<file path="src/rtl/daq_sample_sequencer_if.sv">
// Sample stream from the acquisition sequencer to the downstream buffer.
// The sequencer drives the master side; the buffer drives the slave side.
interface daq_sample_sequencer_if #(
    parameter int DATA_W = 8,
    parameter int CH_W   = 2
) ();
    logic              sample_valid;
    logic              sample_ready;
    logic [DATA_W-1:0] sample_data;
    logic [CH_W-1:0]   sample_ch;

    modport master (
        output sample_valid,
        output sample_data,
        output sample_ch,
        input  sample_ready
    );

    modport slave (
        input  sample_valid,
        input  sample_data,
        input  sample_ch,
        output sample_ready
    );
endinterface

</file>
<file path="src/rtl/daq_sample_sequencer.sv">
// Turns each rising edge of the divided tick into one ADC conversion, scanning
// channels round-robin and presenting every result over a valid/ready stream.
module daq_sample_sequencer #(
    parameter int DATA_W  = 8,
    parameter int NUM_CH  = 4,
    parameter int CH_W    = 2,
    parameter int TIMEOUT = 255
) (
    input  logic              clk,
    input  logic              rst,
    input  logic              new_clk,
    output logic              adc_start,
    output logic [CH_W-1:0]   adc_ch,
    input  logic              adc_done,
    input  logic [DATA_W-1:0] adc_data,
    output logic              timeout_err,
    output logic [7:0]        overrun_cnt,
    daq_sample_sequencer_if.master sample_if
);

    localparam int TIMER_W = (TIMEOUT > 2) ? $clog2(TIMEOUT) : 1;
    localparam logic [TIMER_W-1:0] TIMER_LIMIT = TIMER_W'(TIMEOUT - 1);
    localparam logic [CH_W-1:0]    LAST_CH     = CH_W'(NUM_CH - 1);

    typedef enum logic [1:0] {
        S_IDLE,
        S_START,
        S_WAIT,
        S_HOLD
    } state_t;

    state_t              state_q, state_d;
    logic                new_clk_q;
    logic [CH_W-1:0]     channel_q, channel_d;
    logic [TIMER_W-1:0]  timer_q, timer_d;
    logic                adc_start_q, adc_start_d;
    logic                timeout_err_q, timeout_err_d;
    logic                valid_q, valid_d;
    logic [DATA_W-1:0]   data_q, data_d;
    logic [CH_W-1:0]     sample_ch_q, sample_ch_d;
    logic [7:0]          overrun_q, overrun_d;

    logic                tick;
    logic [CH_W-1:0]     channel_next;

    assign tick         = new_clk & ~new_clk_q;
    assign channel_next = (channel_q == LAST_CH) ? '0 : channel_q + CH_W'(1);

    always_comb begin
        state_d       = state_q;
        channel_d     = channel_q;
        timer_d       = timer_q;
        adc_start_d   = 1'b0;
        timeout_err_d = 1'b0;
        valid_d       = valid_q;
        data_d        = data_q;
        sample_ch_d   = sample_ch_q;
        overrun_d     = overrun_q;

        // Ticks are never queued: anything arriving outside IDLE is dropped.
        if (tick && (state_q != S_IDLE) && (overrun_q != 8'hFF)) begin
            overrun_d = overrun_q + 8'd1;
        end

        unique case (state_q)
            S_IDLE: begin
                if (tick) begin
                    state_d     = S_START;
                    adc_start_d = 1'b1;
                end
            end
            S_START: begin
                timer_d = '0;
                state_d = S_WAIT;
            end
            S_WAIT: begin
                // A completion on the final allowed cycle still beats the timeout.
                if (adc_done) begin
                    data_d      = adc_data;
                    sample_ch_d = channel_q;
                    valid_d     = 1'b1;
                    state_d     = S_HOLD;
                end else if (timer_q == TIMER_LIMIT) begin
                    timeout_err_d = 1'b1;
                    channel_d     = channel_next;
                    timer_d       = '0;
                    state_d       = S_IDLE;
                end else begin
                    timer_d = timer_q + TIMER_W'(1);
                end
            end
            S_HOLD: begin
                if (valid_q && sample_if.sample_ready) begin
                    valid_d   = 1'b0;
                    channel_d = channel_next;
                    state_d   = S_IDLE;
                end
            end
            default: state_d = S_IDLE;
        endcase
    end

    always_ff @(posedge clk) begin
        if (rst) begin
            // Tracking new_clk during reset keeps a level held high from looking like an edge.
            new_clk_q     <= new_clk;
            state_q       <= S_IDLE;
            channel_q     <= '0;
            timer_q       <= '0;
            adc_start_q   <= 1'b0;
            timeout_err_q <= 1'b0;
            valid_q       <= 1'b0;
            data_q        <= '0;
            sample_ch_q   <= '0;
            overrun_q     <= 8'd0;
        end else begin
            new_clk_q     <= new_clk;
            state_q       <= state_d;
            channel_q     <= channel_d;
            timer_q       <= timer_d;
            adc_start_q   <= adc_start_d;
            timeout_err_q <= timeout_err_d;
            valid_q       <= valid_d;
            data_q        <= data_d;
            sample_ch_q   <= sample_ch_d;
            overrun_q     <= overrun_d;
        end
    end

    assign adc_start              = adc_start_q;
    assign adc_ch                 = channel_q;
    assign timeout_err            = timeout_err_q;
    assign overrun_cnt            = overrun_q;
    assign sample_if.sample_valid = valid_q;
    assign sample_if.sample_data  = data_q;
    assign sample_if.sample_ch    = sample_ch_q;

endmodule

</file>
<file path="src/flat_wrapper.sv">
// flat-port wrapper written by rule: the top's interface ports become plain ports
module daq_sample_sequencer_flat 
#(
    parameter int DATA_W  = 8,
    parameter int NUM_CH  = 4,
    parameter int CH_W    = 2,
    parameter int TIMEOUT = 255
)
  (clk, rst, new_clk, adc_start, adc_ch, adc_done, adc_data, timeout_err, overrun_cnt, sample_if_sample_valid, sample_if_sample_data, sample_if_sample_ch, sample_if_sample_ready);
  daq_sample_sequencer_if #(.DATA_W(DATA_W), .CH_W(CH_W)) sample_if_i ();
  input  logic clk;
  input  logic rst;
  input  logic new_clk;
  output logic adc_start;
  output logic [CH_W-1:0] adc_ch;
  input  logic adc_done;
  input  logic [DATA_W-1:0] adc_data;
  output logic timeout_err;
  output logic [7:0] overrun_cnt;
  output wire logic [$bits(sample_if_i.sample_valid)-1:0] sample_if_sample_valid;
  output wire logic [$bits(sample_if_i.sample_data)-1:0] sample_if_sample_data;
  output wire logic [$bits(sample_if_i.sample_ch)-1:0] sample_if_sample_ch;
  input wire logic [$bits(sample_if_i.sample_ready)-1:0] sample_if_sample_ready;
  assign sample_if_sample_valid = sample_if_i.sample_valid;
  assign sample_if_sample_data = sample_if_i.sample_data;
  assign sample_if_sample_ch = sample_if_i.sample_ch;
  assign sample_if_i.sample_ready = sample_if_sample_ready;
  daq_sample_sequencer #(.DATA_W(DATA_W), .NUM_CH(NUM_CH), .CH_W(CH_W), .TIMEOUT(TIMEOUT)) u_core (.clk(clk), .rst(rst), .new_clk(new_clk), .adc_start(adc_start), .adc_ch(adc_ch), .adc_done(adc_done), .adc_data(adc_data), .timeout_err(timeout_err), .overrun_cnt(overrun_cnt), .sample_if(sample_if_i));
endmodule
</file>
<file path="config.mk">
export PLATFORM = sky130hd
export DESIGN_NAME = daq_sample_sequencer_flat
export DESIGN_NICKNAME = d
export VERILOG_FILES = /design/src/rtl/daq_sample_sequencer_if.sv /design/src/rtl/daq_sample_sequencer.sv /design/src/flat_wrapper.sv
export SDC_FILE = /design/constraint.sdc
export NUM_CORES = 1
export LEC_CHECK = 0
export BUFFER_PORTS_ARGS = -buffer_cell sky130_fd_sc_hd__buf_2
export CAP_MARGIN = 20
export CORE_MARGIN = 4
export CORE_UTILIZATION = 56
export DETAILED_ROUTE_END_ITERATION = 6
export HOLD_SLACK_MARGIN = 0.08
export PLACE_DENSITY = 0.83
export SLEW_MARGIN = 20
export SYNTH_ARGS = -nofsm -noshare
export SYNTH_HDL_FRONTEND = slang
export SYNTH_SLANG_ARGS = --single-unit
</file>
<file path="constraint.sdc">
create_clock -name clk -period 5.1 [get_ports clk]
set_input_delay 0.51 -clock clk [delete_from_list [all_inputs] [get_ports clk]]
set_output_delay 0.51 -clock clk [all_outputs]
set_load 0.01 [all_outputs]
</file>
==> impl_metrics.ini <==
[critical_path]
worst_ep_arrival_time_ns = 2.01
crit_path_max_fanout = 10
startpoint_class = flip-flop
timing.critical_path.slowest_stage_cell = dfxtp_1
worst_path_dominant_cell_family = simple AND/OR/NAND/NOR gates
cp_slowest_stage_delay_ns = 0.39
crit_path_from = u_core.overrun_cnt[0]
path_cells = ha_1, nand3_2, nor3b_4, and4b_1, mux2_1
timing.setup.critical_path_class = flip-flop to flip-flop
path_buf_inv = 0
regToRegStartpoint = u_core.overrun_cnt[0]
required_ns = 5.32
cp-end-kind = flip-flop

[cts]
number_of_levels_in_the_clock_h_tree = 2
clk-insertion-delay-late_ns = 0.33
cts.hold.buffers_added = 0
clock-sinks = 34
postCtsSetupRepairBufs = 0
cts_buffer_count = 5
clk_root_buffer_cell = clkbuf_4
cts-root-to-sink-buffers = 2
clock_tree_from_tritoncts = done
cts.repair.resized = 0
clock_pin_slew_on_the_worst_setup_and_hold_paths_ns = 0.10

[global_routing]
antenna_violations_before_repair = 0
met1_usage_pct = 24.9
global_route.peak_usage_layer = met2
global_route.usage.met2_pct = 33.7
gr-usage-met3_pct = 5.96
globalRoute.totalOverflow = 0
grt_usage_pct = 20.2
pin_count_of_the_biggest_net_entering_global_routing = 31
via_count_of_the_first_global_routing_pass = 1263
grt_pass1_wl_um = 5620

[route]
iteration_0_drc_markers = 81
antenna_left = 0
detailroute.via_count = 1323
drt-vias-per-instance = 5.78
detailedRoute.firstPassIterationCount = 4
route.detailed.wl_per_inst_um = 14.3
drc = 0
postRouteWirelength_um = 3280

[timing]
timing.max_slew.rel_slack_pct = 58.8
finalHoldViolCount = 0
grt_setup_unrepaired = no
worst-slew-pin-transition_ns = 0.616
timing.final.setup_violations = 0
timing.final.crit_period_ns = 1.79
max_clock_skew_ns = 0.00775
final-max-slew-violation-count = 0
fmax_mhz = 559
period_share_pct = 35.1
worst_hold_slack_ns = 0.295
fin_setup_tns_ns = 0

[layout]
final_layout_size_suffix_gt1_share_pct = 23.6
layout_common_cells = 35 x buf_2, 34 x dfxtp_1, 22 x nor2_1
layout_commonest_cell = buf_2
final_net_count = 215
fillerInstances = 212
area.growth.synth_to_final_pct = 14.9
num_antenna_cells = 0

[floorplanning]
placementRows = 18
fp.dieArea_um2 = 3680
die_x_um = 60.7
start_util_pct = 60.5
io-pin-count = 36
floorplan.core_area_um2 = 2570
die_y_um = 60.7

[worst_hold_path]
min-delay-start = new_clk
holdCritPathClass = primary input to flip-flop

[logic_synthesis]
synth_xor_area_share_pct = 2.25
netlist_area_um2 = 1550
synthTopCellsByArea = dfxtp_1 44%, mux2i_1 7.7%, nor2_1 5.3%, a21oi_1 3.9%, ha_1 3.2%
synth.area.mux_share_pct = 8.45
ys_ff_latch = 34
synth_enable_flop_cells = 0
synth_cell_type_count = 41
synth_top_cell_area_share_pct = 43.8
synth_seq_area_share_pct = 43.8
post_synth_and_or_nand_nor_area_fraction_pct = 23.3
synth-warning-count = 0
syn_area_per_cell_um2 = 9.48
synth_adder_area_share_pct = 3.22
syn_inst = 164
syn_nets = 181
synth-async-reset-ratio_pct = 0
largest_family_of_logic_cells_by_synthesized_area = simple AND/OR/NAND/NOR gates
synth-compound-area-share_pct = 14.9
synth_ff_type = dfxtp_1
synth_top_cell_by_area = dfxtp_1

[power]
max-vdd-ir-drop_mv = 0.277
reported_leakage_power_nw = 0.827
pwr_density_cell_nw_per_um2 = 264

[place]
port_buffers = 35
hpwlAfterDp_um = 2410
globalplace.congestion = 0.871

[outcome]
status = finished clean

[flow_run]
maxCapViolations = 0
-- area by class of cell --
type / count / area [µm²] / area share, %
clock buffer: 7 / 55.1 / 3.08
clock inverter: 1 / 5.00 / 0.280
multi-input combinational: 116 / 810 / 45.3
timing repair buffer: 35 / 175 / 9.81
sequential: 34 / 681 / 38.1
inverter: 6 / 22.5 / 1.26
tap: 30 / 37.5 / 2.10
-- final timing paths --
path              depth (start not counted)               endpoint  slack (ns)
setup reg to reg                          5  u_core.overrun_cnt[5]        3.31
hold / removal                            1       u_core.new_clk_q        0.29
setup / recovery                          5  u_core.overrun_cnt[5]        3.31
hold reg to reg                           1      u_core.timer_q[5]        0.46
-- routing by layer --
layer	part of all wire, %	vias up
met2	52	25
met1	42	621
met5	0	-
met3	3.9	6
met4	1.3	0
li1	-	671
-- where the power goes --
part           switching (W)  total (W)  internal [W]  leakage (nW)
registers         0.00000720   0.000279      0.000272         0.275
logic              0.0000240  0.0000409     0.0000169         0.516
clock network      0.0000839   0.000151     0.0000667        0.0353
total               0.000115   0.000471      0.000355         0.827
-- logic make-up (layout without fill, tap and decap cells) --
| kind of cell | after synthesis | after routing |
|---|---|---|
| simple gates | 61 | 61 |
| compound gates | 34 | 34 |
| flops | 34 | 34 |
| buf+inv | 14 | 49 |
| mux | 13 | 13 |
| fa+ha+maj | 4 | 4 |
| xor+xnor | 4 | 4 |
-- through the flow --
stage	utilization, %	cell area, µm²	instances	setup WS, ns	power (W)
detailed placement	67.2	1730	221	3.32	0.000326
global route	69.5	1790	229	3.16	0.000497
global placement	67.2	1730	221	3.37	0.000323
CTS	69.5	1790	229	3.32	0.000474
finish	69.5	1790	229	3.31	0.000471
floorplan	-	1550	164	3.42	0.000312
-- cells in the mapped netlist (all sizes together) (3+ instances only) --
master / count
nor2: 22
a21oi: 12
a41o: 3
mux2i: 12
dfxtp: 34
or3: 3
nand3: 6
inv: 6
o31ai: 3
o21ai: 5
ha: 4
xor2: 4
or4: 3
clkbuf: 3
nor3: 3
o211ai: 4
buf: 5
nand4: 4
nand2: 5
-- registers in the layout, indices dropped and copies added, names as in the netlist --
register                       count
u_core.sample_if.sample_valid      1
u_core.overrun_cnt                 8
u_core.timer_q                     8
u_core.new_clk_q                   1
u_core.sample_if.sample_data       8
u_core.adc_ch                      2
u_core.state_q                     2
u_core.timeout_err                 1
u_core.adc_start                   1
u_core.sample_if.sample_ch         2
Note: power is estimated with default switching activity, not from simulation.
